### config.mk
export PLATFORM = sky130hd
export DESIGN_NAME = wb_regfile
export DESIGN_NICKNAME = d
export VERILOG_FILES = /design/src/rtl/wb_pkg.sv /design/src/rtl/wb_mux32.sv /design/src/rtl/wb_regfile.sv
export SDC_FILE = /design/constraint.sdc
export NUM_CORES = 2
export LEC_CHECK = 0
export CORE_AREA = 2 2 371 373
export CTS_CLUSTER_SIZE = 25
export DETAILED_ROUTE_END_ITERATION = 10
export DIE_AREA = 0 0 373 375
export DONT_BUFFER_PORTS = 1
export GPL_TIMING_DRIVEN = 0
export SYNTH_ARGS = -nofsm -noshare
export SYNTH_HDL_FRONTEND = slang
export SYNTH_SLANG_ARGS = --single-unit
### constraint.sdc
create_clock -name clk_i -period 2.9 [get_ports clk_i]
set_input_delay 0.145 -clock clk_i [delete_from_list [all_inputs] [get_ports clk_i]]
set_output_delay 0.145 -clock clk_i [all_outputs]
set_load 0.01 [all_outputs]
### src/rtl/wb_pkg.sv
// rtl/wb_pkg.sv - shared widths, indices and types for the writeback register file
package wb_pkg;

   localparam int XLEN       = 32;
   localparam int REG_CNT    = 32;
   localparam int REG_ADDR_W = 5;

   typedef logic [XLEN-1:0]       word_t;
   typedef logic [REG_ADDR_W-1:0] reg_idx_t;

   localparam reg_idx_t SP_IDX = reg_idx_t'(2);
   localparam reg_idx_t X0_IDX = reg_idx_t'(0);

   // A write retires only when enabled and not aimed at the hardwired zero register.
   function automatic logic is_retire(input logic we, input reg_idx_t rd);
      return we && (rd != X0_IDX);
   endfunction

endpackage

### src/rtl/wb_mux32.sv
// rtl/wb_mux32.sv - 2:1 32-bit writeback source select (sel=1 picks memory data)
module wb_mux32
   import wb_pkg::*;
(
   input  logic  sel,
   input  word_t alu,
   input  word_t mem,
   output word_t y
);

   assign y = sel ? mem : alu;

endmodule

### src/rtl/wb_regfile.sv
// rtl/wb_regfile.sv - 32x32 register file with writeback mux and retire counter
// Optional macro WB_REGFILE_BYPASS_EN forwards the in-flight write to same-index reads.
module wb_regfile
   import wb_pkg::*;
#(
   parameter int          CNT_W    = 32,
   parameter logic [31:0] RESET_SP = 32'h0000_0000
) (
   input  logic             clk_i,
   input  logic             rst_i,
   input  logic             RegWrite_i,
   input  logic             MemtoReg_i,
   input  logic [31:0]      ALUResult_i,
   input  logic [31:0]      DATARd_i,
   input  logic [4:0]       Rd_i,
   input  logic [4:0]       RS1addr_i,
   input  logic [4:0]       RS2addr_i,
   output logic [31:0]      RS1data_o,
   output logic [31:0]      RS2data_o,
   output logic [31:0]      WBdata_o,
   output logic [CNT_W-1:0] WBcount_o
);

   word_t regs [REG_CNT];
   word_t wb_data;
   logic  wr_en;

   wb_mux32 u_wb_mux (
      .sel (MemtoReg_i),
      .alu (ALUResult_i),
      .mem (DATARd_i),
      .y   (wb_data)
   );

   assign WBdata_o = wb_data;
   assign wr_en    = is_retire(RegWrite_i, Rd_i);

   // Reset has priority, so a write presented alongside it is dropped.
   always_ff @(posedge clk_i) begin
      if (rst_i) begin
         for (int i = 0; i < REG_CNT; i++) begin
            regs[i] <= (reg_idx_t'(i) == SP_IDX) ? RESET_SP : '0;
         end
         WBcount_o <= '0;
      end else if (wr_en) begin
         regs[Rd_i] <= wb_data;
         WBcount_o  <= WBcount_o + CNT_W'(1);
      end
   end

   always_comb begin
      RS1data_o = (RS1addr_i == X0_IDX) ? '0 : regs[RS1addr_i];
      RS2data_o = (RS2addr_i == X0_IDX) ? '0 : regs[RS2addr_i];
`ifdef WB_REGFILE_BYPASS_EN
      if (wr_en && !rst_i && (RS1addr_i == Rd_i)) RS1data_o = wb_data;
      if (wr_en && !rst_i && (RS2addr_i == Rd_i)) RS2data_o = wb_data;
`endif
   end

endmodule

* After elaboration in Yosys (flattened, before gate mapping)
Memories as Yosys holds them, arrays and structs flattened.
Cells that the tools add are included.
** Word-level totals
- Word-level logic and storage cells :: 19
- Memory bits (writable) :: 1024
- Memories :: 1
- Register bits after elaboration :: 32
- Output and inout bits :: 128
- Input port bits :: 83
** Cells by class
- Muxes and demuxes :: 11
- Reduce and logical (&&, ||, !) cells :: 5
- $add $sub $neg :: 1
** Memory list
- regs :: words 32, width 32, rd ports 2, clocked after Yosys merged registers in 0, wr ports 32, line wb_regfile.sv:24 : word_t regs [REG_CNT];
** Operators by type and width (number)
- $mux 32 :: 4
- $add 32x1->32 const B :: 1
- $reduce_or 32->1 :: 1
- $logic_not 5->1 :: 2
- $mux 1 :: 6
- $mux 5 :: 1
- $reduce_bool 5->1 :: 1
- $logic_and 1x1->1 :: 1

* Longest topological paths before layout
- Depth after elaboration :: 7
- Depth in mapped cells :: 9
- Mapped depth without buffers :: 5

* Modules after synthesis
From an unflattened synthesis, not the netlist that was laid out.
** Second synthesis, totals
- Cells, all modules :: 3721
- Area total of the unflattened synthesis :: 56615.5 um2
** Modules (own cells, without submodules)
- wb_regfile :: instances 1, seq. area each 31390.1 um2, area each 56071.3 um2, cells each 3685
- wb_mux32 :: instances 1, seq. area each 0.0 um2, area each 544.3 um2, cells each 36

* Worst setup path after synthesis
No wires, ideal clock.
- Path type :: input-to-reg
- From :: input port Rd_i[4]
- To :: memory regs[24][0] (netlist bit) (enable)
- Data required time :: 2.418 ns
- Setup time :: 0.482 ns
- Buffers on the path :: 1
- Setup slack :: 0.636 ns
- Stages :: 6
- Data arrival time :: 1.781 ns
- Cell sequence :: buf_2 or3_4 o21ai_1 nor4_1 nand3_1 nand2b_1
** RTL lines
- start, declared :: line wb_regfile.sv:15 : input logic [4:0] Rd_i,
- end, declared :: line wb_regfile.sv:24

* Worst setup path in the final report
- From :: input port RS1addr_i[4]
- To :: output port RS1data_o[3]
** Between the ends
- Word-level cells in the longest chain between the ends :: 2
- Elaborated cells between the ends (all ways) :: 3
- Classes of those cells :: mux (1); reduce/logical (1); memory (1)
** RTL lines
- start, declared :: line wb_regfile.sv:16 : input logic [4:0] RS1addr_i,
- $mem_v2 32x32 / $logic_not 5->1 (equally long branches)
- $mux 32 * :: line wb_regfile.sv:52 : RS1data_o = (RS1addr_i == X0_IDX) ? '0 : regs[RS1addr_i];
- end, declared :: line wb_regfile.sv:18 : output logic [31:0] RS1data_o,
Every way passes the cells marked *; elsewhere a longest branch is shown, timed or not.

==> implementation parameters <==
Parameter                              Value

Status
  Result of the run ... finished, violations left
  Violated checks ... max-capacitance violations, max-slew violations, negative setup slack

Floorplanning
  Number of ports placed on the die boundary ... 211
  Initial standard-cell utilization of the core ... 39.6%
  Total Die Area ... 140000 um2
  X dimension of the die ... 373 um
  Height of the die ... 375 um
  Placement row count ... 136
  Area of the placeable core ... 136000 um2

Synthesis
  Synth Instances ... 3764
  Proportion of register bits with asynchronous set or reset after synthesis ... 0%
  Area of the mapped netlist ... 54000 um2
  Post-synth EDFFs ... 1024
  Count of state elements after synthesis ... 1056
  Proportion of synthesized chip area in sequential cells ... 58.2%
  Dominant cells by area after synthesis ... edfxtp_1, mux4_2, nor2_1, mux2i_1, clkbuf_1
  Predominant post-synthesis flop cell ... edfxtp_1
  Cell taking the most area after synthesis ... edfxtp_1
  Mean Syn Cell Area ... 14.3 um2
  Distinct cells, synth ... 52
  Yosys warning count ... 0
  Share of Yosys cell area claimed by the top area cell type ... 57.0%

Power and ir drop
  Clock network fraction of total power ... 38.3%
  Net switching power ... 11.0 mW
  Cell internal power dissipation ... 27.8 mW
  Reported leakage power ... 21.4 nW
  Proportion of power drawn by flip-flops and latches ... 46.3%
  Switching power share of the total ... 28.3%
  Worst voltage drop across the vdd grid ... 0.499 mV
  Power per cell area ... 617 nW/um2
  Final Power ... 38.8 mW
  Combinational group share of total power ... 15.4%

Timing
  Pin slew with the least headroom to its limit ... 1.52 ns
  Clk_skew ... 0.00435 ns
  Final Max Slew Viols ... 11
  F_max ... 0.324 GHz
  Worst rel slew slack ... -1.53%
  Portion of the clock cycle consumed by the worst path in the final layout ... 107%
  Worst hold margin ... 0.0794 ns
  Period minus WS final ... 3.09 ns
  Setup-violating endpoint count in the final report ... 47
  Final critical-path setup slack ... -0.190 ns
  Final hold violation count ... 0
  Setup repair after global routing missed its margin ... yes

Clock network
  Clock transition at the registers of the reported paths ... 0.06 ns
  CTS Buffer Depth ... 3
  Total clock buffers created by CTS ... 114
  Sinks on Clock Net ... 1056
  Clock latency on the worst-skew pair ... 0.76 ns
  Number of levels in the clock H-tree ... 3
  Buffer type at the clock tree root ... clkbuf_16
  TritonCTS clock tree ... done
  Setup fix buffers added after clock tree synthesis ... 0

GRT
  Total track usage ... 33.1%
  Grt ovf ... 0
  Via count of the first global-routing pass ... 37505
  Initial antenna violation count ... 9
  Pin count of the biggest net entering global routing ... 29
  Global-route wire length before repair ... 312000 um

Critical path
  R2r startpoint ... WBcount_o[3]
  Setup CP Type ... in -> out
  Worst Path Max Fanout ... 10
  Worst reg2reg endpoint ... WBcount_o[28]
  Sort of element at the end of the critical path ... output port
  Origin of the worst setup path ... RS1addr_i[4]
  CP most frequent cell ... clkbuf_1
  Startpoint type of the worst setup path ... input pin
  Required time at the endpoint of the critical path ... 2.76 ns
  Chain of cells forming the critical path ... clkbuf_1 -> nand2b_1 -> clkbuf_1 -> o21ai_0 -> a31oi_2
  Slowest library cell on the worst path ... clkbuf_1
  Reg2reg setup slack ... 0.64 ns
  Arrival time at the worst endpoint ... 2.94 ns
  CP max stage delay ... 1.00 ns
  Cells on worst reg2reg path ... 6

Min path
  Worst Hold Depth ... 3
  Worst hold path class ... in -> reg
  Startpoint of the lowest-slack hold path ... Rd_i[2]
  Hold Path End ... regs[8][0]

Routing
  Total length of routed wires ... 235000 um
  Via density per instance ... 6.62
  Iter 0 DRT Violations ... 7349
  Number of iterations in the first detailed-routing pass ... 6
  Total vias in the final route ... 39157
  Met1 layer wirelength in the final routing ... 78000 um
  Met3 wirelength from detailed routing ... 39400 um
  WL met2 ... 100000 um
  Routed wire length per instance ... 39.7 um
  DRC viols ... 0
  DR top layer ... met5
  Remaining number of nets flagged by the antenna check after routing ... 0

Flow run
  Max-cap violations ... 1

Place
  DP Wirelength ... 164000 um
  Placed cell count ... 5623
  RePlAce Congestion ... 1.02
  PortBufs ... 0
  Worst setup slack before clock tree synthesis ... -1.23 ns

Finish
  Number of standard cells in the final layout excluding fillers ... 5917
  Synth-to-Final Area Change ... 16.6%
  Share of final-layout standard cells stronger than drive strength 1 ... 28.0%
  Layout filler cell count ... 11992
  Most frequent cells in the layout ... nor2_1, edfxtp_1, mux4_2
  Final #Nets ... 4099
  Most common cell after layout, fill and taps aside ... nor2_1
-- cell usage after synthesis (19+ instances only) --
| library cell | count |
|---|---|
| edfxtp_1 | 1024 |
| a221oi_1 | 23 |
| a22oi_1 | 48 |
| mux4_2 | 512 |
| buf_1 | 23 |
| clkbuf_1 | 274 |
| dfxtp_1 | 32 |
| mux2i_1 | 120 |
| nand2b_1 | 32 |
| nand2_1 | 81 |
| buf_2 | 75 |
| buf_4 | 20 |
| nor2b_1 | 28 |
| a21oi_1 | 84 |
| inv_1 | 42 |
| nand3_1 | 19 |
| mux2_2 | 88 |
| o21ai_0 | 54 |
| a31oi_1 | 31 |
| nor2_1 | 1032 |
-- metrics by stage --
stage	setup TNS, ns	area [um2]	utilization [%]
2_1_floorplan	0	54100	-
3_3_place_gp	-1652.59	56300	41.3
3_5_place_dp	-634.49	57100	41.9
4_1_cts	0	62600	45.9
5_1_grt	-0.106	62900	46.2
6_report	-2.86	62900	46.2
-- power groups by stage --
stage	clock [mW]	sequential (mW)	combinational, mW
5_1_grt	15.3	18.0	5.99
2_1_floorplan	0	18.1	2.96
4_1_cts	14.8	17.9	5.65
3_5_place_dp	0	18.3	5.25
6_report	14.9	18.0	5.99
3_3_place_gp	0	18.3	5.08
-- cell families after synthesis --
| group | count (synthesis) | synth area share, % |
|---|---|---|
| flops | 1056 | 58.2 |
| mux | 720 | 25.4 |
| compound gates | 290 | 3.43 |
| other cells | 1 | 0.00695 |
| simple gates | 1246 | 9.32 |
| fa+ha+maj | 1 | 0.0232 |
| xor+xnor | 12 | 0.195 |
| buf+inv | 438 | 3.42 |
-- layer usage --
metal	track usage (%)	vias to the layer above
met2	48.1	3531
li1	-	14893
met4	20.0	8
met5	0.0686	-
met1	40.2	19977
met3	15.0	748
-- worst max-delay path: cells and delay by family --
kind            cells  cell delay (ns)
compound gates      2             1.08
buf+inv             2             1.51
simple gates        1             0.21
-- repair_timing --
action                                  CTS  global route
hold buffers                             70             0
pin swaps                                 4             7
endpoints found under the hold margin    99             0
resized for setup                       282            94
endpoints found under the setup margin  319            78
-- cell type report --
type,count,area [um2],share of cell area (%)
Inverter,42,158,0.251
Antenna cell,7,17.5,0.0278
Buffer,396,2070,3.30
Timing Repair Buffer,104,1380,2.19
Tap cell,1794,2240,3.57
Sequential cell,1056,31400,49.9
Clock buffer,143,3010,4.79
Multi-Input combinational cell,2301,22000,34.9
Clock inverter,74,679,1.08
-- how the worst max path moves through the flow --
| stage | cells after the start | endpoint | slack [ns] |
|---|---|---|---|
| after detailed placement | 5 | regs[14][2] | -1.23 |
| after CTS | 6 | RS2data_o[9] | 0.002 |
| final | 5 | RS1data_o[3] | -0.19 |
| after global placement | 6 | regs[8][19] | -2.21 |
| after global routing | 5 | WBdata_o[24] | -0.05 |
| after floorplan | 6 | regs[24][0] | 0.64 |
-- flip-flops by register name (all words and copies together) (netlist names) --
signal	flops
regs	1024
WBcount_o	32
(Power assumes the default switching activity.)
